**config.mk**
```make
export PLATFORM = sky130hd
export DESIGN_NAME = maxnet_host
export DESIGN_NICKNAME = d
export VERILOG_FILES = /design/src/rtl/maxnet_host.sv
export SDC_FILE = /design/constraint.sdc
export NUM_CORES = 1
export LEC_CHECK = 0
export CAP_MARGIN = 20
export CORE_ASPECT_RATIO = 0.6
export CORE_UTILIZATION = 41
export DETAILED_ROUTE_END_ITERATION = 10
export PLACE_DENSITY_LB_ADDON = 0.25
export SETUP_SLACK_MARGIN = 0.05
export SYNTH_ARGS = -nofsm -noshare
export SYNTH_HDL_FRONTEND = slang
export SYNTH_SLANG_ARGS = --single-unit
```
**constraint.sdc**
```tcl
create_clock -name clk -period 1.7 [get_ports clk]
set_input_delay 0.17 -clock clk [delete_from_list [all_inputs] [get_ports clk]]
set_output_delay 0.17 -clock clk [all_outputs]
set_load 0.005 [all_outputs]
```
**src/rtl/maxnet_host.sv**
```systemverilog
// Initiator for the Maxnet start/done job interface: packs four operand words,
// launches the core, waits for done (with timeout) and returns the result.
module maxnet_host #(
    parameter int TIMEOUT_CYCLES = 1024,
    parameter int CNT_W          = 16
) (
    input  logic             clk,
    input  logic             rst,
    input  logic             in_valid,
    output logic             in_ready,
    input  logic [31:0]      in_data,
    input  logic [31:0]      epsilon_cfg,
    output logic             mx_start,
    output logic [31:0]      mx_epsilon,
    output logic [31:0]      mx_num1,
    output logic [31:0]      mx_num2,
    output logic [31:0]      mx_num3,
    output logic [31:0]      mx_num4,
    input  logic             mx_done,
    input  logic [31:0]      mx_max,
    output logic             out_valid,
    input  logic             out_ready,
    output logic [31:0]      out_data,
    output logic             out_err,
    output logic             busy,
    output logic [CNT_W-1:0] job_count
);

    localparam int TW = (TIMEOUT_CYCLES > 2) ? $clog2(TIMEOUT_CYCLES) : 1;
    localparam logic [TW-1:0] TMO_LAST = TW'(TIMEOUT_CYCLES - 1);

    typedef enum logic [1:0] {
        COLLECT,
        START,
        WAIT,
        RESP
    } state_t;

    state_t        state;
    state_t        next_state;
    logic [1:0]    idx;
    logic [TW-1:0] tmo_cnt;
    logic [31:0]   num [4];
    logic          accept;
    logic          timeout;

    assign accept   = in_valid && (state == COLLECT);
    assign timeout  = (tmo_cnt == TMO_LAST);

    assign in_ready  = (state == COLLECT);
    assign mx_start  = (state == START);
    assign out_valid = (state == RESP);
    assign busy      = (state != COLLECT);

    assign mx_num1 = num[0];
    assign mx_num2 = num[1];
    assign mx_num3 = num[2];
    assign mx_num4 = num[3];

    always_ff @(posedge clk or negedge rst) begin
        if (!rst) begin
            state <= COLLECT;
        end else begin
            state <= next_state;
        end
    end

    always_comb begin
        next_state = state;
        case (state)
            COLLECT: if (accept && (idx == 2'd3)) next_state = START;
            START:   next_state = WAIT;
            WAIT:    if (mx_done || timeout) next_state = RESP;
            RESP:    if (out_ready) next_state = COLLECT;
            default: next_state = COLLECT;
        endcase
    end

    // Operand packing; the registers stay frozen from START until the next job writes them.
    always_ff @(posedge clk or negedge rst) begin
        if (!rst) begin
            idx        <= 2'd0;
            mx_epsilon <= 32'd0;
            for (int i = 0; i < 4; i++) begin
                num[i] <= 32'd0;
            end
        end else if (accept) begin
            num[idx] <= in_data;
            idx      <= idx + 2'd1;
            if (idx == 2'd3) begin
                mx_epsilon <= epsilon_cfg;
            end
        end
    end

    // Done is only honoured in WAIT and takes priority over the timeout.
    always_ff @(posedge clk or negedge rst) begin
        if (!rst) begin
            tmo_cnt   <= '0;
            out_data  <= 32'd0;
            out_err   <= 1'b0;
            job_count <= '0;
        end else begin
            case (state)
                START: tmo_cnt <= '0;
                WAIT: begin
                    if (mx_done) begin
                        out_data <= mx_max;
                        out_err  <= 1'b0;
                    end else if (timeout) begin
                        out_data <= 32'd0;
                        out_err  <= 1'b1;
                    end else begin
                        tmo_cnt <= tmo_cnt + TW'(1);
                    end
                end
                RESP: if (out_ready) job_count <= job_count + CNT_W'(1);
                default: ;
            endcase
        end
    end

endmodule

```
==> results of run 1 <==
[power by group]
part | internal [uW] | total [uW] | switching [uW]
clock network | 2540 | 4500 | 1960
logic | 6870 | 10200 | 3290
registers | 7650 | 8930 | 1270
total | 17100 | 23600 | 6530
[flip-flops by register name, indices dropped and copies added, names as in the netlist]
signal      flops
mx_epsilon     32
mx_num1        32
mx_num2        32
mx_num3        32
mx_num4        32
out_data       32
job_count      16
tmo_cnt        10
idx             2
state           2
out_err         1
[per-stage QoR]
stage	worst slack (ns)	cells	power [uW]
floorplan	0.0421	579	12200
global placement	-0.0538	1187	18400
detailed placement	-0.0452	1187	18700
CTS	0.00855	1239	23500
global route	-0.0706	1246	24900
finish	0.00304	1247	23600
[routing by layer]
| metal | GRT usage, % | wire (um) | up-vias |
|---|---|---|---|
| met5 | 0 | 0 | - |
| met4 | 4.16 | 381 | 0 |
| met2 | 31.5 | 10500 | 207 |
| met1 | 29.2 | 10700 | 3149 |
| li1 | - | - | 2850 |
| met3 | 6.68 | 1900 | 22 |
[layout make-up]
cell class	count	area, sq um	area share [%]
Sequential cell	223	5580	40.7
Tap cell	273	342	2.49
Inverter	15	56.3	0.411
Timing Repair Buffer	381	3860	28.2
Multi-Input combinational cell	315	3190	23.3
Clock inverter	6	45.0	0.329
Clock buffer	33	622	4.54
Antenna cell	1	2.50	0.0183
[synthesized netlist by cell type (all sizes together)]
cell | count | area (sq um)
o311ai | 3 | 26.3
a21oi | 4 | 20.0
nand3 | 15 | 80.1
a31oi | 2 | 12.5
nor2b | 1 | 6.26
ha | 11 | 138
nor2 | 7 | 26.3
or3 | 3 | 23.8
dfrtp | 223 | 5580
o211ai | 4 | 30.0
and4 | 4 | 36.3
nand4 | 6 | 43.8
buf | 16 | 91.3
clkbuf | 10 | 37.5
a311o | 1 | 10.0
and3 | 1 | 6.26
nor3 | 4 | 20.0
o221ai | 2 | 17.5
and2 | 2 | 12.5
or4 | 3 | 23.8
nor4 | 4 | 25.0
o31ai | 1 | 21.3
nand2 | 17 | 71.3
or2b | 1 | 7.51
xor2 | 9 | 78.8
o41ai | 2 | 17.5
mux2 | 163 | 1840
nand2b | 3 | 18.8
xnor2 | 7 | 61.3
a22o | 33 | 289
a2111oi | 1 | 8.76
inv | 15 | 56.3
o32a | 1 | 10.0
[path summary, 6_finish.rpt]
check                              startpoint             to  slack (ns)  depth (start not counted)
worst min register to register  job_count[15]  job_count[15]        0.47                          1
max in group asynchronous                 rst     mx_num2[1]        0.83                          3
worst min-delay path                      rst   out_data[28]        0.20                          2
worst max register to register       state[0]   out_data[13]       0.003                          7
min in group clk                   mx_max[16]   out_data[16]        0.27                          2
worst max-delay path                 state[0]   out_data[13]       0.003                          7
[cell families after synthesis]
kind of cell / Yosys count
AOI/OAI and AO/OA: 54
xor gates and xnor gates: 16
adders and majority gates: 11
buffers and inverters: 41
DFF: 223
muxes: 163
and+or+nand+nor: 71
[worst max-delay path: cells and delay by family, from the launching register on]
kind	cells	cell delay, ns
buffers and inverters	4	0.55
AOI/OAI and AO/OA	1	0.24
and+or+nand+nor	1	0.18
adders and majority gates	1	0.22
DFF	1	0.37
[repair_timing]
action	CTS	global route
gates cloned	1	1
setup endpoints to repair	107	77
resized for setup	37	33
hold buffers	1	0
hold endpoints to repair	76	0
buffers inserted	13	7
pin swaps	6	5
==> out/qor.csv, run 1 <==
metric;value;unit
overall die height;115;um
initial antenna violation count;1;
Synth Area in Simple Gates;4.59;%
fillers;1494;
setup tns final;0;ns
drt pass-1 iters;4;
design area;13700;sq um
Hold Vio Cnt, Final;0;
mux cell area share after synthesis;21.0;%
Initial Utilization;42.7;%
Post-Route WL;23400;um
slowest CP cell;dfrtp_1;
warnings from Yosys;0;
largest family of logic cells by synthesized area;multiplexers;
Max VDD drop;0.831;mV
Clock Tree Root;clkbuf_16;
pwr/cell area;1720;nW/um^2
maximum root-to-sink buffer count;3;
vias per inst;4.99;
Core Box Area;20500;sq um
Adder-Cell Fraction of Synth Area;1.57;%
Crit Path Max Fanout;33;
Hold WS;0.201;ns
GP Congestion;0.845;
Post-layout nets;1070;
Leak Pwr;0.00615;uW
commonest non-fill, non-tap cells in the layout;clkdlybuf4s50_1, dfrtp_1, mux2_2, buf_4, a22o_1;
clk_lat worst skew;0.50;ns
worst hold path class;input port to asynchronous set/reset pin;
Util after Layout;66.9;%
Cells after Synth;579;
Cell Area, Synth;8740;sq um
Placed Area;12600;sq um
Period minus WS final;1.70;ns
CP arrival;2.08;ns
final slew viol count;0;
Slew @ Worst Pin;0.482;ns
clock slew at reported path FFs;0.06;ns
period utilization;99.8;%
crit path launch type;flip-flop;
IO buf count;313;
die width;191;um
post-synthesis compound-gate area fraction;5.29;%
worst path cell trace;inv_2, buf_4, ha_1, buf_6, and2_1, buf_12, a22o_1;
# rows;40;
unrepaired setup endpoints after global routing;true;
grt total ovfl;0;
via count;6228;
commonest non-fill, non-tap cell in the layout;clkdlybuf4s50_1;
CTS tree;built;
Worst EP required;2.09;ns
area grow syn2layout;56.7;%
outcome;complete, no violations;
CP Capture Type;flip-flop;
post-route ant nets;0;
largest net degree at the start of global routing;60;
DRC Markers;0;
register area share after synthesis;63.8;%
Sink Count;223;
Max stage delay on crit path;0.37;ns
Post-Synth XOR/XNOR Area;1.60;%
H-tree Lvls;1;
Final Setup Violations;0;
total CTS buffers;22;
DR iter-0 viols;249;
first-pass GRT wire length;35600;um
worst rel slew slack;67.9;%
worst setup path category;flip-flop to flip-flop;
drt wl/cell;18.8;um
Synth Register Bits;223;
syn_nets;691;
Max Freq;0.589;GHz
Yosys cell types;42;
hpwl dp;16300;um
layout cells sized above 1;29.5;%
DIE AREA;21900;sq um
vias in the first global route;6190;
Max Cap Viol;0;
syn avg cell area;15.1;sq um
Post-Route Skew;0.0167;ns
# IOs;314;
GRT Resource Usage Total;20.7;%
Power figures use the tool's default switching activity.
==> inputs of run 2 (changes only) <==
--- a/config.mk
+++ b/config.mk
@@ -5,7 +5,6 @@
 export SDC_FILE = /design/constraint.sdc
 export NUM_CORES = 1
 export LEC_CHECK = 0
-export CAP_MARGIN = 20
 export CORE_ASPECT_RATIO = 0.6
 export CORE_UTILIZATION = 41
 export DETAILED_ROUTE_END_ITERATION = 10
==> results of run 2 <==
The final DEF is identical to that of run 1; final timing and power are the same.
